<file path="src/rtl/mem_stage_ctrl.sv">
// mem_stage_ctrl: consumer end of the Execute/Memory pipeline latch.
// ALU results pass straight to a registered writeback bundle. Loads and
// stores run over a single-outstanding req/ack data-memory handshake while
// mStall freezes the EM latch and everything upstream of it.
// Optional feature macro: MEM_TIMEOUT_EN. When defined, an access that sees
// no dAck for TIMEOUT_CYCLES ACCESS cycles is aborted with a one-cycle mErr.
// When undefined, ACCESS waits indefinitely and mErr is tied low.
module mem_stage_ctrl #(
    parameter int DATA_W         = 32,
    parameter int ADDR_W         = 32,
    parameter int RD_W           = 4,
    parameter int TIMEOUT_CYCLES = 16
) (
    input  logic              clk,
    input  logic              rst,
    input  logic              mFlush,
    input  logic              mRdEnable,
    input  logic              mAddrEnable,
    input  logic [DATA_W-1:0] mResult,
    input  logic [ADDR_W-1:0] mAddr,
    input  logic [RD_W-1:0]   mRd,
    output logic              mStall,
    output logic              dReq,
    output logic              dWe,
    output logic [ADDR_W-1:0] dAddr,
    output logic [DATA_W-1:0] dWData,
    input  logic              dAck,
    input  logic [DATA_W-1:0] dRData,
    output logic              wValid,
    output logic              wRdEnable,
    output logic [RD_W-1:0]   wRd,
    output logic [DATA_W-1:0] wResult,
    output logic              mErr
);

    typedef enum logic [0:0] {
        ST_IDLE   = 1'b0,
        ST_ACCESS = 1'b1
    } state_t;

    state_t state_q, state_d;

    logic              dreq_q,    dreq_d;
    logic              dwe_q,     dwe_d;
    logic [ADDR_W-1:0] daddr_q,   daddr_d;
    logic [DATA_W-1:0] dwdata_q,  dwdata_d;
    logic              wvalid_q,  wvalid_d;
    logic              wrden_q,   wrden_d;
    logic [RD_W-1:0]   wrd_q,     wrd_d;
    logic [DATA_W-1:0] wresult_q, wresult_d;
    logic [RD_W-1:0]   rdcap_q,   rdcap_d;

    logic              mstall_s;
    logic              mem_op_s;
    logic              timeout_hit_s;
    logic              unused_s;

    // Byte offset is dropped by word alignment; the timeout depth only matters with the feature on.
    assign unused_s = ^{mAddr[1:0], (TIMEOUT_CYCLES > 0)};

    // A valid memory instruction is waiting in the EM slot.
    assign mem_op_s = !mFlush && mAddrEnable;

`ifdef MEM_TIMEOUT_EN
    localparam int               CNT_W     = $clog2(TIMEOUT_CYCLES + 1);
    localparam logic [CNT_W-1:0] CNT_LIMIT = CNT_W'(TIMEOUT_CYCLES - 1);
    localparam logic [CNT_W-1:0] CNT_MAX   = {CNT_W{1'b1}};
    localparam logic [CNT_W-1:0] CNT_ONE   = {{(CNT_W-1){1'b0}}, 1'b1};

    // cnt_q counts earlier ACCESS cycles without dAck, so the limit is hit in the last allowed cycle.
    logic [CNT_W-1:0] cnt_q, cnt_d;
    logic             merr_q, merr_d;

    // Detect the final unacknowledged ACCESS cycle; a same-cycle dAck wins.
    always_comb begin
        timeout_hit_s = (state_q == ST_ACCESS) && !dAck && (cnt_q == CNT_LIMIT);
    end

    // Wait counter: clear on issue, saturating increment while waiting, abort flag on the limit.
    always_comb begin
        cnt_d  = cnt_q;
        merr_d = 1'b0;
        case (state_q)
            ST_IDLE: begin
                if (mem_op_s) begin
                    cnt_d = {CNT_W{1'b0}};
                end else begin
                    cnt_d = cnt_q;
                end
            end
            ST_ACCESS: begin
                if (timeout_hit_s) begin
                    merr_d = 1'b1;
                end else if (!dAck && (cnt_q != CNT_MAX)) begin
                    cnt_d = cnt_q + CNT_ONE;
                end else begin
                    cnt_d = cnt_q;
                end
            end
            default: begin
                cnt_d = {CNT_W{1'b0}};
            end
        endcase
    end

    // Wait counter and abort pulse registers.
    always_ff @(posedge clk) begin
        if (!rst) begin
            cnt_q  <= {CNT_W{1'b0}};
            merr_q <= 1'b0;
        end else begin
            cnt_q  <= cnt_d;
            merr_q <= merr_d;
        end
    end

    assign mErr = merr_q;
`else
    assign timeout_hit_s = 1'b0;
    assign mErr          = 1'b0;
`endif

    // State register.
    always_ff @(posedge clk) begin
        if (!rst) begin
            state_q <= ST_IDLE;
        end else begin
            state_q <= state_d;
        end
    end

    // Next state: issue a memory op from IDLE, leave ACCESS on ack or abort.
    always_comb begin
        state_d = state_q;
        case (state_q)
            ST_IDLE: begin
                if (mem_op_s) begin
                    state_d = ST_ACCESS;
                end else begin
                    state_d = ST_IDLE;
                end
            end
            ST_ACCESS: begin
                if (dAck || timeout_hit_s) begin
                    state_d = ST_IDLE;
                end else begin
                    state_d = ST_ACCESS;
                end
            end
            default: begin
                state_d = ST_IDLE;
            end
        endcase
    end

    // Stall: hold the EM latch from issue until the cycle the access ends.
    always_comb begin
        mstall_s = 1'b0;
        case (state_q)
            ST_IDLE: begin
                mstall_s = mem_op_s;
            end
            ST_ACCESS: begin
                mstall_s = !dAck && !timeout_hit_s;
            end
            default: begin
                mstall_s = 1'b0;
            end
        endcase
    end

    assign mStall = mstall_s;

    // Outputs: memory request fields, captured Rd and the writeback bundle for the next edge.
    always_comb begin
        dreq_d    = dreq_q;
        dwe_d     = dwe_q;
        daddr_d   = daddr_q;
        dwdata_d  = dwdata_q;
        wvalid_d  = 1'b0;
        wrden_d   = 1'b0;
        wrd_d     = wrd_q;
        wresult_d = wresult_q;
        rdcap_d   = rdcap_q;
        case (state_q)
            ST_IDLE: begin
                if (mFlush) begin
                    dreq_d = 1'b0;
                end else if (mAddrEnable) begin
                    dreq_d   = 1'b1;
                    dwe_d    = !mRdEnable;
                    daddr_d  = {mAddr[ADDR_W-1:2], 2'b00};
                    dwdata_d = mResult;
                    rdcap_d  = mRd;
                end else begin
                    wvalid_d  = 1'b1;
                    wrden_d   = mRdEnable;
                    wrd_d     = mRd;
                    wresult_d = mResult;
                end
            end
            ST_ACCESS: begin
                if (dAck) begin
                    dreq_d   = 1'b0;
                    wvalid_d = 1'b1;
                    if (!dwe_q) begin
                        wrden_d   = 1'b1;
                        wrd_d     = rdcap_q;
                        wresult_d = dRData;
                    end else begin
                        wresult_d = dwdata_q;
                    end
                end else if (timeout_hit_s) begin
                    dreq_d   = 1'b0;
                    wvalid_d = 1'b1;
                end else begin
                    dreq_d = 1'b1;
                end
            end
            default: begin
                dreq_d = 1'b0;
            end
        endcase
    end

    // Output and capture registers.
    always_ff @(posedge clk) begin
        if (!rst) begin
            dreq_q    <= 1'b0;
            dwe_q     <= 1'b0;
            daddr_q   <= {ADDR_W{1'b0}};
            dwdata_q  <= {DATA_W{1'b0}};
            wvalid_q  <= 1'b0;
            wrden_q   <= 1'b0;
            wrd_q     <= {RD_W{1'b0}};
            wresult_q <= {DATA_W{1'b0}};
            rdcap_q   <= {RD_W{1'b0}};
        end else begin
            dreq_q    <= dreq_d;
            dwe_q     <= dwe_d;
            daddr_q   <= daddr_d;
            dwdata_q  <= dwdata_d;
            wvalid_q  <= wvalid_d;
            wrden_q   <= wrden_d;
            wrd_q     <= wrd_d;
            wresult_q <= wresult_d;
            rdcap_q   <= rdcap_d;
        end
    end

    assign dReq      = dreq_q;
    assign dWe       = dwe_q;
    assign dAddr     = daddr_q;
    assign dWData    = dwdata_q;
    assign wValid    = wvalid_q;
    assign wRdEnable = wrden_q;
    assign wRd       = wrd_q;
    assign wResult   = wresult_q;

endmodule

</file>
<file path="config.mk">
export PLATFORM = sky130hd
export DESIGN_NAME = mem_stage_ctrl
export DESIGN_NICKNAME = d
export VERILOG_FILES = /design/src/rtl/mem_stage_ctrl.sv
export SDC_FILE = /design/constraint.sdc
export NUM_CORES = 1
export LEC_CHECK = 0
export BUFFER_PORTS_ARGS = -buffer_cell sky130_fd_sc_hd__buf_2
export CORE_MARGIN = 2
export CORE_UTILIZATION = 30
export CTS_BUF_LIST = sky130_fd_sc_hd__clkbuf_4 sky130_fd_sc_hd__clkbuf_8
export DETAILED_ROUTE_END_ITERATION = 6
export SYNTH_ARGS = -nofsm -noshare
export SYNTH_HDL_FRONTEND = slang
export SYNTH_SLANG_ARGS = --single-unit
</file>
<file path="constraint.sdc">
create_clock -name clk -period 1.9 [get_ports clk]
set_input_delay 0.57 -clock clk [delete_from_list [all_inputs] [get_ports clk]]
set_output_delay 0.57 -clock clk [all_outputs]
set_load 0.05 [all_outputs]
</file>
==> run metrics, run 1 <==
CP top delay family simple AND/OR/NAND/NOR gates; WHS Path Cells 2; cells after synthesis 510; Core Region 13930 sq um; die area 15350 sq um; Switching Share roughly 34%; P_leak 0.002655 uW; Worst Skew 0.01265 ns; Crit. End Element primary output; Post-synth EDFFs 0; vias in the first global route 4019; WS Path Type reg2out; area growth from synthesis to layout 33.28%; violations in the final reports setup timing; status complete, but fails checks; setup_tns -0.04207 ns; critical path, cell by cell or3b_4 -> nand2_8 -> buf_8; Post-layout nets 809; layout cell share with drive strength beyond 1 approximately a third; Final period util 102.2%; hold_buf cts 0; CTS clock-pin slew for the worst setup and hold paths 0.11 ns; detailed-route wire length per cell approximately 14 microns; unrepaired setup endpoints after global routing yes; global placer's final weighted congestion around 0.77; Power Dens Cells roughly 870 nW/um^2; clock tree buffer depth 2; top post-synthesis cells by area dfxtp_1 50%, a21oi_1 12%, nand2_1 12%, mux2i_1 8.4%, a22o_1 6.5%; final WL ~13 mm; Starting Density a little under a third; Antenna Nets Post-Route 0; sequential fraction of the synthesis area 49.68%; largest net degree at the start of global routing 68; DP Worst Slack -0.09079 ns; first-pass GRT wire length around 19 mm; fin area 5747 sq um; post-synth cell types 24; First-pass DRT Iterations 4; utilization after layout 41.24%; Largest stage delay, worst path 0.41 ns; worst-skew pair later-pin latency 0.39 ns; CTS Buf Count 9; Buf+Inv Stages, Crit Path 1; CTS sink count roughly 110; port bufs 206; Syn. warnings 0; Max FO, Critical Path 2; highest clock rate 514.9 MHz; Sw Pwr 1723 uW; Ant. Diodes 0; Sequential Power Share between 40 and 50%; Die W 123.9 microns; initial drt markers 180; cell internal pwr 3276 uW; final hold vios 0; drt drc 0; Crit path required time 1.33 ns; Max VDD drop 529.9 uV; minimum clock period after layout approximately 1.9 ns; setup slack after layout -0.04207 ns; CP Depth 3; Worst-Margin Slew just over 0.7 ns; Cell Area, Synth 4312 sq um; Arrival @ worst endpoint 1.37 ns; Worst Reg-to-Reg Cells 6; Setup-failing EPs final 1; max-cap viol count 0; main flop type after synthesis dfxtp_1; max-slew violations 0; Clock power frac 27.6%; synthesized flop and latch total 107; H-Tree Level Count 3; Async SR Flop Fraction 0%; Rows 43; Crit-path slowest cell or3b_4; post-synth top area cell dfxtp_1; overflow left after global routing 0; Slew headroom 52.26%; count leader, synth nand2_1; Hold Path Class in2reg; Post-synth top cells 134 x nand2_1, 107 x dfxtp_1, 101 x a21oi_1, 36 x mux2i_1, 35 x nor2_1; total track usage 16.12%; Worst setup SP type flip-flop; dpl hpwl 9.080 mm; Comb pwr share a little under a quarter; Avg Synthesized Cell Area 8.454 sq um; Top-Level Pins 212; TritonCTS clock tree done; via count 4237; CTS Root Cell clkbuf_8; initial antenna violation count 0; area share of the largest cell type after synthesis 49.68%; Die H 123.9 microns; Placed Area 5537 sq um; Via density 4.771
-- stage by stage --
| step | total power (uW) | std cells | hold WS, ns |
|---|---|---|---|
| after floorplan | 3329 | 512 | 0.4360 |
| after global placement | 3648 | 871 | 0.4394 |
| after detailed placement | 3675 | 871 | 0.4444 |
| after CTS | 5084 | 888 | 0.3172 |
| after global routing | 5231 | 888 | 0.3313 |
| final | 4999 | 888 | 0.3543 |
-- area by class of cell --
type | count | area [sq um]
sequential | 107 | 2147
inverter | 1 | 3.754
fill | 1448 | 8188
timing repair buffer | 225 | 1221
tap | 180 | 225.2
clock buffer | 11 | 145.1
clock inverter | 5 | 45.04
multi-input combinational | 359 | 1959
-- flip-flops by register name (all words and copies together) (netlist names), 4 cells and up --
| name | flops |
|---|---|
| dAddr | 30 |
| dWData | 32 |
| rdcap_q | 4 |
| wRd | 4 |
| wResult | 32 |
-- layout by cell type (no fill, tap or decap), drive strengths merged --
cell,n
nand2,134
or3,1
dfxtp,107
buf,225
nand2b,1
nor3,1
clkinv,2
or3b,1
o21ai,5
conb,3
inv,3
and3,1
nor3b,1
clkinvlp,1
a22o,32
a21oi,102
mux2i,36
nor2,35
and3b,1
o311a,4
a211oi,1
clkbuf,11
-- power by group through the flow --
stage                     clock network, uW  logic [uW]  registers (uW)
final                                  1380        1180            2440
after global routing                   1510        1260            2460
after CTS                              1450        1190            2440
after detailed placement                  0        1180            2500
after global placement                    0        1160            2490
after floorplan                           0         417            2910
-- layer usage --
layer / part of all wire, % / wire length (microns) / track usage (%) / vias to the layer above
met5: 0 / 0 / 0 / -
li1: - / - / - / 2111
met2: 47 / 5894 / 27.27 / 155
met4: 1.6 / 203 / 6.037 / 0
met1: 41 / 5180 / 17.94 / 1955
met3: 11 / 1329 / 6.960 / 16
-- path summary, 6_finish.rpt --
path                   from  slack (ns)          end
setup reg to reg    state_q        0.16  wResult[15]
hold reg to reg   dAddr[11]        0.46    dAddr[11]
hold / removal    mRdEnable        0.35          dWe
setup / recovery    state_q       -0.04       mStall
-- timing repair --
| action | CTS | global route |
|---|---|---|
| endpoints found under the hold margin | 0 | 0 |
| setup buffers | 1 | 0 |
| pin swaps | 2 | 0 |
| resized for setup | 4 | 0 |
| cloned | 0 | 0 |
| endpoints found under the setup margin | 1 | 1 |
-- cell families after synthesis --
logic type             after synthesis  synth area share, %
multiplexers                        36                8.358
AO/OA/AOI/OAI                      144                20.11
buffers and inverters               46                5.804
other                                1              0.08697
flip-flops                         107                49.68
AND/OR/NAND/NOR                    176                15.96
(Power assumes the default switching activity.)
==> inputs of run 2 (changes only) <==
--- a/config.mk
+++ b/config.mk
@@ -6,7 +6,7 @@
 export NUM_CORES = 1
 export LEC_CHECK = 0
 export BUFFER_PORTS_ARGS = -buffer_cell sky130_fd_sc_hd__buf_2
-export CORE_MARGIN = 2
+export CORE_MARGIN = 1
 export CORE_UTILIZATION = 30
 export CTS_BUF_LIST = sky130_fd_sc_hd__clkbuf_4 sky130_fd_sc_hd__clkbuf_8
 export DETAILED_ROUTE_END_ITERATION = 6
==> run 2 against run 1 <==
Against the previous run:
- the run still ends with setup timing left
- routed wire length fell by 1.8%
- critical path type unchanged
- register-to-register slack gained 0.02 ns
- highest routed layer unchanged
- flip-flop and latch count stayed put
==> run metrics, run 2 (synthesis results as in run 1) <==
Worst setup SP type flip-flop; Hold Path Class in2reg; Worst Reg-to-Reg Cells 6; final hold vios 0; setup slack after layout -0.005405 ns; layout cell share with drive strength beyond 1 35.12%; drt drc 0; Die W 121.9 microns; Power Total roughly 5000 uW; Core Region 13930 sq um; Max FO, Critical Path 2; highest clock rate ~520 MHz; minimum clock period after layout ~1.9 ns; H-Tree Level Count 3; Starting Density 30.94%; P_leak 0.002666 uW; worst-skew pair later-pin latency ~0.4 ns; Final period util 100.3%; CTS Buf Count 9; Ant. Diodes 0; Post-layout nets 810; dpl hpwl 8.835 mm; die area about 15000 sq um; largest net degree at the start of global routing 68; initial drt markers 146; commonest non-fill, non-tap cell in the layout buf_2; overflow left after global routing 0; Slew headroom 52.11%; Top-Level Pins 212; Antenna Nets Post-Route 0; detailed-route wire length per cell between 10 and 15 microns; WHS Path Cells 2; first-pass GRT wire length 19.29 mm; initial antenna violation count 0; Rows 43; status complete, but fails checks; WS Path Type reg2out; Die H 121.9 microns; violations in the final reports setup timing; final WL roughly 12 mm; Worst Skew around 0.011 ns; Worst-Margin Slew ~0.72 ns; max-cap viol count 0; First-pass DRT Iterations 4; unrepaired setup endpoints after global routing yes; Setup-failing EPs final 1; clock tree buffer depth 2; area growth from synthesis to layout 33.84%; Arrival @ worst endpoint between 1 and 1.5 ns; global placer's final weighted congestion 0.7674; Crit. End Element primary output; Power Dens Cells 862.2 nW/um^2; CTS sink count 107; Via density 4.749; vias in the first global route between 3000 and 4000; port bufs 206; max-slew violations 0; CTS Root Cell clkbuf_8; Max VDD drop 707.0 uV; total track usage between 15 and 20%; setup_tns -0.005405 ns; Crit path required time approximately 1.3 ns; CTS clock-pin slew for the worst setup and hold paths 0.11 ns; via count 4222; TritonCTS clock tree done; most frequent cells in the layout 205 x buf_2, 133 x nand2_1, 105 x dfxtp_1
==> run 2: cell types whose count changed in the layout (fill, tap and decap cells not counted) <==
cell / change
buf_12: +2
clkbuf_4: -1
buf_4: -1
inv_6: +1
dfxtp_2: +1
dfxtp_4: -1
clkinv_4: -2
clkinv_2: +2
==> run 2: critical path: stages (launching register included) <==
cell	delay [ns]
dfxtp_2	0.33
or3b_4	0.40
nand2_8	0.07
buf_8	0.14
==> run 2: layout make-up <==
cell class,instances,area [sq um]
clock buffer,10,137.6
clock inverter,6,46.29
sequential,107,2145
inverter,1,3.754
fill,1403,8164
multi-input combinational,359,1959
timing repair buffer,226,1254
tap,180,225.2
==> run 2: per-layer routing <==
metal	part of all wire (%)	global-route usage, %	up-vias
li1	-	-	2108
met1	43	19.66	1936
met2	47	27.82	167
met3	9.4	6.695	11
met4	1.2	5.941	0
met5	0	0	-
==> run 2: final timing paths <==
path	startpoint	end	slack, ns
max	state_q	mStall	-0.005
min	mRdEnable	dWe	0.36
max reg2reg	state_q	wResult[8]	0.18
min reg2reg	dAddr[9]	dAddr[9]	0.46
==> run 2: report_power, final <==
group | switching, uW | internal (uW)
Sequential | 76.3 | 2370
Clock | 817 | 527
Combinational | 817 | 367
==> run 2: stage by stage <==
stage / area, sq um / instances / setup WS, ns / util (%) / hold slack [ns]
after floorplan: 4349 / 512 / 0.009208 / - / 0.4360
after global placement: 5569 / 872 / -0.09685 / 39.97 / 0.4393
after detailed placement: 5569 / 872 / -0.09552 / 39.97 / 0.4457
after CTS: 5771 / 889 / -0.04177 / 41.41 / 0.3333
after global routing: 5771 / 889 / -0.06998 / 41.41 / 0.3487
final: 5771 / 889 / -0.005405 / 41.41 / 0.3645
==> run 2: repair_timing <==
action	in CTS	in global routing
gates resized for setup	3	0
endpoints found under the setup margin	1	1
pin swaps	2	0
hold buffers	0	0
buffers inserted	1	0
==> inputs of run 3 (changes only) <==
--- a/config.mk
+++ b/config.mk
@@ -5,11 +5,11 @@
 export SDC_FILE = /design/constraint.sdc
 export NUM_CORES = 1
 export LEC_CHECK = 0
-export BUFFER_PORTS_ARGS = -buffer_cell sky130_fd_sc_hd__buf_2
 export CORE_MARGIN = 1
 export CORE_UTILIZATION = 30
 export CTS_BUF_LIST = sky130_fd_sc_hd__clkbuf_4 sky130_fd_sc_hd__clkbuf_8
 export DETAILED_ROUTE_END_ITERATION = 6
+export DONT_BUFFER_PORTS = 1
 export SYNTH_ARGS = -nofsm -noshare
 export SYNTH_HDL_FRONTEND = slang
 export SYNTH_SLANG_ARGS = --single-unit
==> run 3 against run 2 <==
Against the previous run:
- the flow now finishes without violations
- die area did not move
- global-route usage is 1.5 points lower
- final cell count fell by 24%
- critical path depth is 1 lower
- critical path type unchanged
- largest cell class unchanged
==> run metrics, run 3 (synthesis results as in run 1) <==
worst hold endpoint dWe; Crit. End Element primary output; area growth from synthesis to layout 9.837%; utilization after layout ~34%; highest clock rate 533.8 MHz; Worst Skew 0.01004 ns; RR Startpoint state_q; die area roughly 15000 sq um; multi-input logic area 1962 sq um; Max VDD drop between 400 and 500 uV; R2R Setup Slk between 0.15 and 0.2 ns; Final period util roughly 99%; non-filler cells, final 678; Arrival @ worst endpoint 1.30 ns; Fillers 1401; initial drt markers approximately 170; H-Tree Level Count 3; hold_buf cts 0; unrepaired setup endpoints after global routing yes; Power Dens Cells 1014 nW/um^2; WS Path Type reg2out; Crit path required time 1.33 ns; placed insts 660; worst-skew pair later-pin latency 0.39 ns; Hold Startpoint mRdEnable; overflow left after global routing 0; initial antenna violation count 0; clock tree buffer depth 2; detailed-route wire length per cell 17.17 microns; Worst-Margin Slew 0.7121 ns; final hold vios 0; Die H ~120 microns; vias in the first global route 3303; Ant. Diodes 0; Core Region 13930 sq um; Via density a little over 5; CTS Root Cell clkbuf_8; CTS sink count 107; status finished clean; commonest non-fill, non-tap cell in the layout nand2_1; Placed Area 4493 sq um; via count about 3500; minimum clock period after layout 1.873 ns; Slew headroom 52.52%; First-pass DRT Iterations 4; P_leak 0.001709 uW; worst reg2reg path endpoint wResult[28]; first-pass GRT wire length 16.94 mm; CTS Buf Count 9; Hold Path Class in2reg; Starting Density 30.94%; Post-layout nets between 500 and 600; max-slew violations 0; TritonCTS clock tree done; Rows 43; setup_tns 0 ns; CTS clock-pin slew for the worst setup and hold paths 0.11 ns; Max FO, Critical Path 4; max-cap viol count 0; Worst setup SP type flip-flop; Top-Level Pins 212; port bufs 0; total track usage 15.32%; Power Total 4802 uW; drt drc 0; largest net degree at the start of global routing just under 70; Sequential Area 2147 sq um; Worst Reg-to-Reg Cells 5; fin area 4736 sq um; Antenna Nets Post-Route 0; layout cell share with drive strength beyond 1 7.831%; WHS Path Cells 1; most frequent cells in the layout 133 x nand2_1, 105 x dfxtp_1, 101 x a21oi_1; final WL 11.64 mm; global placer's final weighted congestion 0.7459; dpl hpwl 7.775 mm; Die W 121.9 microns; Setup-failing EPs final 0
==> run 3: area by class of cell <==
class / count / share of cell area, %
Sequential cell: 107 / 45.34
Timing Repair Buffer: 15 / 4.227
Clock buffer: 9 / 2.616
Inverter: 1 / 0.07926
Tap cell: 180 / 4.756
Clock inverter: 7 / 1.559
Multi-Input combinational cell: 359 / 41.43
==> run 3: report_power, final <==
group | internal, uW | switching, uW
registers | 2370 | 519
clock network | 523 | 875
logic | 212 | 304
==> run 3: stage by stage <==
stage               hold slack, ns  setup slack (ns)
detailed placement          0.4463           0.05812
floorplan                   0.4360          0.009208
CTS                         0.2188          -0.01456
global placement            0.4416            0.1324
finish                      0.2515           0.02680
global route                0.2294          -0.02646
==> run 3: worst max path at each step <==
| stage | cells after the start | slack (ns) | end | from |
|---|---|---|---|---|
| 2_1_floorplan | 4 | 0.009 | mStall | mFlush |
| 3_3_place_gp | 4 | 0.13 | dAddr[14] | mAddrEnable |
| 3_5_place_dp | 4 | 0.06 | dAddr[22] | mAddrEnable |
| 4_1_cts | 2 | -0.01 | mStall | state_q |
| 5_1_grt | 2 | -0.03 | mStall | state_q |
| 6_report | 2 | 0.03 | mStall | state_q |
==> run 3: routing by layer <==
layer	share of wire, %	vias up	GRT usage [%]
met4	1.8	0	7.407
met5	0	-	0
met1	40	1614	16.47
met2	48	180	26.20
li1	-	1695	-
met3	11	12	5.899
==> run 3: timing repair <==
action | 4_1_cts | 5_1_grt
gates resized for setup | 2 | 0
setup buffers | 1 | 0
setup endpoints to repair | 1 | 1
cloned | 1 | 0
pin swaps | 2 | 0
==> run 3: worst max-delay path: stages (launching register included) <==
cell,delay [ns]
dfxtp_4,0.38
or3b_4,0.41
nand2_8,0.12
